**config.mk**
```make
export PLATFORM = sky130hd
export DESIGN_NAME = fp_addsub_seq
export DESIGN_NICKNAME = d
export VERILOG_FILES = /design/src/rtl/fp_addsub_seq.sv
export SDC_FILE = /design/constraint.sdc
export NUM_CORES = 1
export LEC_CHECK = 0
export ABC_AREA = 1
export CELL_PAD_IN_SITES_DETAIL_PLACEMENT = 0
export CELL_PAD_IN_SITES_GLOBAL_PLACEMENT = 1
export CORE_MARGIN = 3
export CORE_UTILIZATION = 50
export DETAILED_ROUTE_END_ITERATION = 6
export GPL_TIMING_DRIVEN = 0
export PLACE_DENSITY = 0.85
export RECOVER_POWER = 25
export SYNTH_ARGS = -nofsm -noshare
export SYNTH_HDL_FRONTEND = slang
export SYNTH_SLANG_ARGS = --single-unit
```
**constraint.sdc**
```tcl
create_clock -name clk -period 10.3 [get_ports clk]
set_input_delay 2.06 -clock clk [delete_from_list [all_inputs] [get_ports clk]]
set_output_delay 2.06 -clock clk [all_outputs]
set_load 0.03 [all_outputs]
```
**src/rtl/fp_addsub_seq.sv**
```systemverilog
// Bit-serial floating-point add/subtract: RNE rounding, flush-to-zero inputs, exact-zero detection.
// Latency 2W load + at most 2*MAN_W+12 compute + W unload; no backpressure, start is ignored while busy.
module fp_addsub_seq #(
    parameter int EXP_W = 8,
    parameter int MAN_W = 23
) (
    input  logic clk,
    input  logic reset,
    input  logic start,
    input  logic sub,
    input  logic sdi,
    output logic sdo,
    output logic sdo_valid,
    output logic busy,
    output logic done,
    output logic over,
    output logic under,
    output logic zero
);
    localparam int W     = 1 + EXP_W + MAN_W;
    localparam int SW    = MAN_W + 5;
    localparam int CW    = $clog2(W + 1);
    localparam int MAXSH = MAN_W + 3;

    localparam logic [EXP_W-1:0] EMAX    = '1;
    localparam logic [EXP_W-1:0] EMAX_M1 = {{(EXP_W-1){1'b1}}, 1'b0};
    localparam logic [EXP_W-1:0] EONE    = {{(EXP_W-1){1'b0}}, 1'b1};
    localparam logic [CW-1:0]    LAST    = CW'(W - 1);
    localparam logic [CW-1:0]    CONE    = CW'(1);

    typedef enum logic [3:0] {
        IDLE, LOAD_A, LOAD_B, UNPACK, ALIGN, ADD, NORM, ROUND, PACK, SHOUT
    } state_t;

    state_t             state;
    logic [CW-1:0]      cnt;
    logic [W-1:0]       a_sr, b_sr, out_sr;
    logic [SW-1:0]      ma, mb;
    logic [EXP_W-1:0]   exp_r;
    logic [MAN_W-1:0]   frac_r;
    logic               sign_r, eff_sub, sub_r;

    logic               sa, sb, b_gt, s_big;
    logic [EXP_W-1:0]   ea, eb, e_big, e_small, ediff;
    logic [MAN_W-1:0]   fa, fb;
    logic [SW-1:0]      sig_a, sig_b, sig_big, sig_small, sum;
    logic [CW-1:0]      sh;
    logic               rnd_inc;
    logic [MAN_W+1:0]   rnd;

    always_comb begin
        sa    = a_sr[W-1];
        ea    = a_sr[W-2 -: EXP_W];
        fa    = (ea == '0) ? '0 : a_sr[MAN_W-1:0];
        sb    = b_sr[W-1] ^ sub_r;
        eb    = b_sr[W-2 -: EXP_W];
        fb    = (eb == '0) ? '0 : b_sr[MAN_W-1:0];
        sig_a = {1'b0, ea != '0, fa, 3'b000};
        sig_b = {1'b0, eb != '0, fb, 3'b000};
        // Larger magnitude always goes to the A side so the aligned difference never goes negative.
        b_gt  = {eb, fb} > {ea, fa};
        if (b_gt) begin
            e_big = eb; e_small = ea; sig_big = sig_b; sig_small = sig_a; s_big = sb;
        end else begin
            e_big = ea; e_small = eb; sig_big = sig_a; sig_small = sig_b; s_big = sa;
        end
        ediff = e_big - e_small;
        if (int'(ediff) > MAXSH)
            sh = CW'(MAXSH);
        else
            sh = CW'(ediff);
        sum     = eff_sub ? (ma - mb) : (ma + mb);
        rnd_inc = ma[2] & (ma[1] | ma[0] | ma[3]);
        rnd     = ma[SW-1:3] + {{(MAN_W+1){1'b0}}, rnd_inc};
    end

    always_ff @(posedge clk) begin
        if (reset) begin
            state     <= IDLE;
            cnt       <= '0;
            a_sr      <= '0;
            b_sr      <= '0;
            out_sr    <= '0;
            ma        <= '0;
            mb        <= '0;
            exp_r     <= '0;
            frac_r    <= '0;
            sign_r    <= 1'b0;
            eff_sub   <= 1'b0;
            sub_r     <= 1'b0;
            sdo       <= 1'b0;
            sdo_valid <= 1'b0;
            busy      <= 1'b0;
            done      <= 1'b0;
            over      <= 1'b0;
            under     <= 1'b0;
            zero      <= 1'b0;
        end else begin
            case (state)
                IDLE: begin
                    if (start) begin
                        busy  <= 1'b1;
                        over  <= 1'b0;
                        under <= 1'b0;
                        zero  <= 1'b0;
                        sub_r <= sub;
                        cnt   <= '0;
                        state <= LOAD_A;
                    end
                end
                LOAD_A: begin
                    a_sr <= {a_sr[W-2:0], sdi};
                    if (cnt == LAST) begin
                        cnt   <= '0;
                        state <= LOAD_B;
                    end else begin
                        cnt <= cnt + CONE;
                    end
                end
                LOAD_B: begin
                    b_sr <= {b_sr[W-2:0], sdi};
                    if (cnt == LAST) begin
                        cnt   <= '0;
                        state <= UNPACK;
                    end else begin
                        cnt <= cnt + CONE;
                    end
                end
                UNPACK: begin
                    if (ea == EMAX || eb == EMAX) begin
                        sign_r <= (ea == EMAX) ? sa : sb;
                        exp_r  <= EMAX;
                        frac_r <= '0;
                        over   <= 1'b1;
                        state  <= PACK;
                    end else begin
                        sign_r  <= s_big;
                        eff_sub <= sa ^ sb;
                        exp_r   <= e_big;
                        ma      <= sig_big;
                        mb      <= sig_small;
                        cnt     <= sh;
                        state   <= (sh == '0) ? ADD : ALIGN;
                    end
                end
                ALIGN: begin
                    mb  <= {1'b0, mb[SW-1:2], mb[1] | mb[0]};
                    cnt <= cnt - CONE;
                    if (cnt == CONE)
                        state <= ADD;
                end
                ADD: begin
                    if (sum == '0) begin
                        sign_r <= 1'b0;
                        exp_r  <= '0;
                        frac_r <= '0;
                        zero   <= 1'b1;
                        state  <= PACK;
                    end else begin
                        ma    <= sum;
                        state <= NORM;
                    end
                end
                NORM: begin
                    if (ma[SW-1]) begin
                        ma <= {1'b0, ma[SW-1:2], ma[1] | ma[0]};
                        if (exp_r == EMAX_M1) begin
                            exp_r  <= EMAX;
                            frac_r <= '0;
                            over   <= 1'b1;
                            state  <= PACK;
                        end else begin
                            exp_r <= exp_r + EONE;
                            state <= ROUND;
                        end
                    end else if (!ma[SW-2]) begin
                        if (exp_r == EONE) begin
                            exp_r  <= '0;
                            frac_r <= '0;
                            under  <= 1'b1;
                            state  <= PACK;
                        end else begin
                            ma    <= {ma[SW-2:0], 1'b0};
                            exp_r <= exp_r - EONE;
                        end
                    end else begin
                        state <= ROUND;
                    end
                end
                ROUND: begin
                    // A rounding carry leaves an all-zero fraction one binade up.
                    if (rnd[MAN_W+1]) begin
                        frac_r <= rnd[MAN_W:1];
                        if (exp_r == EMAX_M1) begin
                            exp_r  <= EMAX;
                            frac_r <= '0;
                            over   <= 1'b1;
                        end else begin
                            exp_r <= exp_r + EONE;
                        end
                    end else begin
                        frac_r <= rnd[MAN_W-1:0];
                    end
                    state <= PACK;
                end
                PACK: begin
                    out_sr    <= {sign_r, exp_r, frac_r};
                    sdo       <= sign_r;
                    sdo_valid <= 1'b1;
                    cnt       <= '0;
                    state     <= SHOUT;
                end
                SHOUT: begin
                    if (done) begin
                        done  <= 1'b0;
                        busy  <= 1'b0;
                        state <= IDLE;
                    end else if (cnt == LAST) begin
                        sdo       <= 1'b0;
                        sdo_valid <= 1'b0;
                        done      <= 1'b1;
                    end else begin
                        sdo    <= out_sr[W-2];
                        out_sr <= {out_sr[W-2:0], 1'b0};
                        cnt    <= cnt + CONE;
                    end
                end
                default: state <= IDLE;
            endcase
        end
    end
endmodule

```
==> flow_summary_export.csv, run 1 <==
group,metric,value,unit
power_and_ir_drop,power_leakage,6.632,nW
worst_setup_path,crit_slowest_cell,"clkbuf_1",
timing,skew,23.96,ps
placed_design,routabilityCongestion,0.9637,
clock_network,cts-root-buf,"clkbuf_16",
grt,antenna_found_initial,1,
route,ant_nets,0,
worst_setup_path,worst_r2r_endpoint,"ma[10]$_SDFFE_PP0P_",
timing,setup_viol,0,
layout,final_cells,2627,
grt,grt_pass1_vias,13890,
worst_setup_path,crit_start,"b_sr[24]$_SDFFE_PP0N_",
placed_design,port_buffers,11,
timing,slew_violations,0,
route,wirelength,48750,um
timing,finalCriticalPeriod,5798,ps
clock_network,clock-sinks,201,
grt,grt_start_max_net_pins,13,
yosys,synthDistinctLibCells,68,
worst_setup_path,r2r_cells,20,
power_and_ir_drop,peakVddDrop,0.3008,mV
layout,diodes,0,
worst_setup_path,cpMostUsedCell,"nor2_1",
route,viasPerCell,5.761,
worst_setup_path,end_kind,"flip-flop",
worst_setup_path,crit_fanout,10,
yosys,yosys_register_bits,201,
yosys,syn_area_per_cell,6.390,um2
yosys,synth_edf_count,0,
layout,final_layout_size_suffix_gt1_share,4.834,%
grt,grt_use_total,30.98,%
yosys,async_reset_ff_share,0,%
yosys,ys_warn_count,0,
yosys,ys_seq_area_share,28.62,%
worst_setup_path,critPathMaxStageDelay,500,ps
route,drt-pass1-iter-count,6,
grt,grt_pass1_wl,75090,um
yosys,syn-num-nets,2274,
worst_setup_path,crit_arrival,6270,ps
power_and_ir_drop,p_per_area,368.0,nW/um2
timing,tightest_slew,1073,ps
die,io-pin-count,12,
worst_setup_path,r2r-start,"b_sr[24]$_SDFFE_PP0N_",
timing,tns,0,ps
layout,final_nets,2312,
grt,overflow,0,
run,cap_violations,0,
worst_setup_path,start_kind,"flip-flop",
clock_network,clkLatencyLatePin,540,ps
worst_setup_path,required,10770,ps
timing,max_freq,0.1725,GHz
die,initial_utilization,51.44,%
clock_network,post_cts_buffers,0,
timing,relSlewSlack,28.20,%
timing,rsz0062_at_grt,"no",
route,wire_per_inst,18.56,um
clock_network,h-tree-depth,1,
placed_design,place_area,14640,um2
clock_network,clk_pin_slew_worst_paths,60,ps
worst_setup_path,r2r_setup_slack,4500,ps
min_path,hold_path.class,"flip-flop to flip-flop",
clock_network,cts_tree,"done",
yosys,netlist_area,14060,um2
placed_design,dp_hpwl,38820,um
clock_network,cts_resized,0,
timing,finalHoldViolations,0,
die,core.rowCount,60,
clock_network,tritoncts.num_buffers,25,
layout,syn_to_final_growth,10.11,%
die,core_area,27330,um2
die,die_w,173.7,um
timing,fin_crit_sh,56.29,%
route,initialDrtViolationCount,1324,
yosys,synthFlopType,"dfxtp_1",
outcome,status,"finished clean",
die,dieArea,30160,um2
route,vias,15130,
yosys,syn_inst,2200,
die,fp.dieH,173.7,um
placed_design,dp_cells,2583,
route,drc_errors,0,
worst_setup_path,crit_end,"ma[10]$_SDFFE_PP0P_",
worst_setup_path,path_class,"flip-flop to flip-flop",
clock_network,clockBufferDepth,3,
worst_setup_path,path_cells,"inv_1 -> nand4_1 -> nor2_1 -> clkbuf_1 -> buf_1 -> nor2_1 -> ha_1 -> nand2_1 -> nor2_1 -> nand4_1 -> nor3_1 -> nand3_2 -> nand2_4 -> buf_6 -> clkbuf_1 -> clkbuf_1 -> o21ai_0 -> o2111ai_1 -> nor2_1 -> nor2_1",
layout,stdcell_area,15480,um2
clock_network,ctsHoldBuffers,0,
worst max-delay path: cells and delay by family (launching register included):
| kind | cells | cell delay, ps |
|---|---|---|
| buffers and inverters | 6 | 2210 |
| adder cells (fa/ha/maj) | 1 | 320 |
| AO/OA/AOI/OAI | 2 | 620 |
| AND/OR/NAND/NOR | 11 | 2240 |
| flip-flops | 1 | 340 |
flip-flops by register name, summed over array words and instances (netlist names), 4 cells and up:
register,flops
out_sr,31
frac_r,23
state,4
cnt,6
exp_r,8
ma,28
b_sr,32
mb,27
a_sr,32
cells in the mapped netlist, drive strengths merged, types with 13 or more instances:
cell       n  share of area, %
xor2      57               3.6
dfxtp    201                29
o22ai     35               1.6
nor2     252               7.0
nand3     68               2.8
buf       16              0.74
nand2    555                15
o21ai    194               7.0
a31oi     56               2.5
ha        68               6.1
clkbuf    80               2.1
nor4      17              0.80
nand4     35               1.6
o2111ai   13              0.81
nor3      32               1.3
inv      240               6.4
a21oi    192               7.0
xnor2     20               1.2
worst min-delay path by stage:
stage	startpoint	endpoint	slack, ps	cells after the start
after detailed placement	under$_SDFFE_PP0P_	under$_SDFFE_PP0P_	460	2
after global routing	under$_SDFFE_PP0P_	under$_SDFFE_PP0P_	480	2
after floorplan	out_sr[0]$_SDFFE_PP0P_	out_sr[0]$_SDFFE_PP0P_	440	2
after global placement	under$_SDFFE_PP0P_	under$_SDFFE_PP0P_	450	2
final	frac_r[17]$_SDFFE_PP0P_	frac_r[17]$_SDFFE_PP0P_	460	2
after CTS	frac_r[17]$_SDFFE_PP0P_	frac_r[17]$_SDFFE_PP0P_	460	2
report_power, final:
group	internal [mW]	switching, mW
combinational	1.13	2.67
clock	0.550	0.354
sequential	0.894	0.100
layout by cell type, fill, tap and decap left out, types with 5 or more instances in the layout:
cell type        count
o21ai_0            188
ha_1                68
o221ai_1             5
nand2_1            547
nor3_1              27
nor4_1              16
or2_2                6
inv_1              231
inv_2                9
o2111ai_1           13
xnor2_1             20
a21oi_1            186
nor2_2              10
nand4_1             34
o211ai_1             6
a31oi_1             56
a21o_1               8
nand2_2              5
clkdlybuf4s50_1     10
nand3_2              5
clkbuf_16           25
nand3_1             61
buf_1                5
a21oi_2              5
buf_2                5
clkbuf_1            85
nor2_1             241
dfxtp_1            201
o22ai_1             35
xor2_1              57
cell families after synthesis:
logic type | synth area share [%]
and+or+nand+nor | 29.23
buffers and inverters | 9.408
DFF | 28.62
adders and majority gates | 6.195
xor gates and xnor gates | 4.798
AOI/OAI and AO/OA | 21.74
stage by stage:
step	total power, mW	worst slack, ps	hold slack [ps]	util, %
after global routing	6.092	4095	482.8	56.64
after detailed placement	4.672	4764	455.0	53.57
after floorplan	3.509	5932	439.2	-
final	5.696	4502	461.1	56.64
after CTS	5.585	4688	463.1	56.64
after global placement	4.658	4726	448.9	53.55
layer usage:
metal	track usage [%]	vias up	routed length, um
met2	52.06	521	22250
li1	-	7407	-
met1	40.85	7078	21450
met5	0	-	13
met3	4.555	126	3239
met4	10.39	2	1805
cell type report:
type	count	area, um2
Tap cell	372	465.4
Multi-Input combinational cell	1659	8716
Buffer	96	404.1
Inverter	244	918.4
Fill cell	2871	11850
Timing Repair Buffer	11	110.1
Clock buffer	34	699.4
Sequential cell	201	4024
Clock inverter	10	141.4
Power figures use the tool's default switching activity.
==> run 2, diff against run 1 <==
Settings changed: CORE_UTILIZATION 50 to 42, PLACE_DENSITY 0.85 to 0.76.
Clock period 10.3 ns to 4.7 ns, I/O delays scaled along.
==> run 2 against run 1 <==
Effect of this change: the flow now finishes with violations (negative setup slack); combinational power is 140% higher; clock power is 130% higher; first-iteration DRC count decreased by 12%; routed wire length rose by 4.4%; sequential share of layout area shrank 1.2 points; critical path type unchanged.
==> flow_summary_export.csv, run 2 (synthesis results as in run 1) <==
group,metric,value,unit
layout,syn_to_final_growth,15.46,%
layout,diodes,0,
route,wire_per_inst,18.66,um
worst_setup_path,crit_slowest_cell,"dfxtp_4",
timing,slew_violations,0,
worst_setup_path,crit_fanout,6,
worst_setup_path,required,5130,ps
route,met3WireLength,2997,um
die,io-pin-count,12,
worst_setup_path,r2r-start,"mb[0]$_SDFFE_PP0P_",
die,die_w,188.9,um
route,drt-pass1-iter-count,5,
timing,fin_crit_sh,103.4,%
min_path,hold_path.class,"flip-flop to flip-flop",
grt,grt_pass1_vias,14170,
timing,relSlewSlack,3.581,%
layout,final_nets,2342,
die,core_area,32780,um2
die,fp.dieH,188.9,um
die,dieArea,35700,um2
min_path,hold_depth,2,
layout,final_cell_mix,"nand2_1 (505), nor2_1 (232), inv_1 (222)",
worst_setup_path,start_kind,"flip-flop",
worst_setup_path,crit_start,"mb[0]$_SDFFE_PP0P_",
outcome,status,"finished, violations left",
worst_setup_path,r2r_setup_slack,-160,ps
route,top_layer_used,"met5",
route,ant_nets,0,
power_and_ir_drop,p_per_area,820.7,nW/um2
power_and_ir_drop,power_leakage,6.849,nW
grt,grt_pass1_wl,78580,um
timing,finalCriticalPeriod,4862,ps
layout,final_common_cell,"nand2_1",
die,core.rowCount,66,
clock_network,ctsHoldBuffers,0,
route,viasPerCell,5.538,
worst_setup_path,critPathMaxStageDelay,340,ps
timing,finalHoldViolations,0,
layout,postLayoutCoreUtil,49.51,%
grt,overflow,0,
timing,max_freq,0.2057,GHz
min_path,worstHoldStart,"under$_SDFFE_PP0P_",
grt,grt_start_max_net_pins,13,
placed_design,dp_hpwl,40000,um
clock_network,clk_pin_slew_worst_paths,60,ps
min_path,hold_end,"under$_SDFFE_PP0P_",
timing,rsz0062_at_grt,"yes",
route,drt-met1-wl,23030,um
worst_setup_path,crit_arrival,5290,ps
die,initial_utilization,42.88,%
timing,hold_ws,464.0,ps
route,wirelength,50870,um
clock_network,h-tree-depth,1,
clock_network,tritoncts.num_buffers,25,
timing,tightest_slew,1435,ps
worst_setup_path,worst_r2r_endpoint,"ma[11]$_SDFFE_PP0P_",
timing,skew,10.27,ps
timing,worst_slack,-161.8,ps
placed_design,routabilityCongestion,0.9114,
worst_setup_path,r2r_cells,33,
run,cap_violations,0,
clock_network,clock-sinks,201,
route,wl_met2,23440,um
layout,final_layout_size_suffix_gt1_share,10.25,%
layout,top_regs,"a_sr: 32 flops, b_sr: 32 flops, out_sr: 31 flops",
route,initialDrtViolationCount,1164,
timing,setup_viol,58,
layout,final_cells,2726,
placed_design,port_buffers,11,
power_and_ir_drop,peakVddDrop,0.7360,mV
outcome,violations,"negative setup slack",
clock_network,clkLatencyLatePin,530,ps
route,drc_errors,0,
clock_network,clockBufferDepth,3,
worst_setup_path,end_kind,"flip-flop",
route,vias,15100,
placed_design,dp_cells,2653,
worst_setup_path,path_class,"flip-flop to flip-flop",
grt,grt_use_total,27.55,%
clock_network,cts_tree,"done",
timing,tns,-6035,ps
grt,antenna_found_initial,2,
clock_network,cts-root-buf,"clkbuf_16",
## run 2: worst max-delay path by stage
stage	to
after floorplan	frac_r[10]$_SDFFE_PP0P_
after global placement	frac_r[15]$_SDFFE_PP0P_
after detailed placement	frac_r[15]$_SDFFE_PP0P_
after CTS	frac_r[18]$_SDFFE_PP0P_
after global routing	ma[11]$_SDFFE_PP0P_
final	ma[11]$_SDFFE_PP0P_
## run 2: where the power goes
| part | leakage [nW] | switching [mW] | internal, mW |
|---|---|---|---|
| combinational | 4.81 | 6.13 | 2.96 |
| sequential | 1.63 | 0.222 | 1.96 |
| clock | 0.408 | 0.801 | 1.25 |
| total | 6.85 | 7.15 | 6.17 |
## run 2: final cells by class
class / count / area [um2]
fill: 3513 / 16550
multi-input combinational: 1660 / 9045
sequential: 201 / 4030
inverter: 244 / 920.9
clock buffer: 31 / 688.2
tap: 442 / 553.0
buffer: 96 / 456.7
timing repair buffer: 40 / 360.3
clock inverter: 12 / 176.4
## run 2: what timing repair did
action | 4_1_cts | 5_1_grt
gates resized for setup | 63 | 78
pin swaps | 11 | 29
setup endpoints to repair | 94 | 89
setup buffers | 10 | 14
gates cloned | 4 | 2
hold endpoints to repair | 0 | 0
## run 2: critical path, delay by kind of cell (launching register included)
kind | cells | cell delay [ps]
buffers and inverters | 5 | 440
xor gates and xnor gates | 2 | 320
AOI/OAI and AO/OA | 3 | 500
adders and majority gates | 2 | 480
and+or+nand+nor | 21 | 2640
DFF | 1 | 340
## run 2: through the flow
| step | instance area [um2] | setup slack [ps] | total power, mW |
|---|---|---|---|
| floorplan | 14060 | 332.3 | 7.691 |
| global placement | 14720 | -797.0 | 10.32 |
| CTS | 15870 | -94.88 | 12.65 |
| detailed placement | 14720 | -842.2 | 10.31 |
| global route | 16230 | -535.1 | 14.27 |
| finish | 16230 | -161.8 | 13.32 |
## run 2: layer usage
| metal | up-vias | GRT usage, % |
|---|---|---|
| met2 | 430 | 46.50 |
| met4 | 4 | 7.763 |
| met3 | 97 | 3.722 |
| li1 | 7465 | - |
| met1 | 7101 | 36.91 |
| met5 | - | 0 |
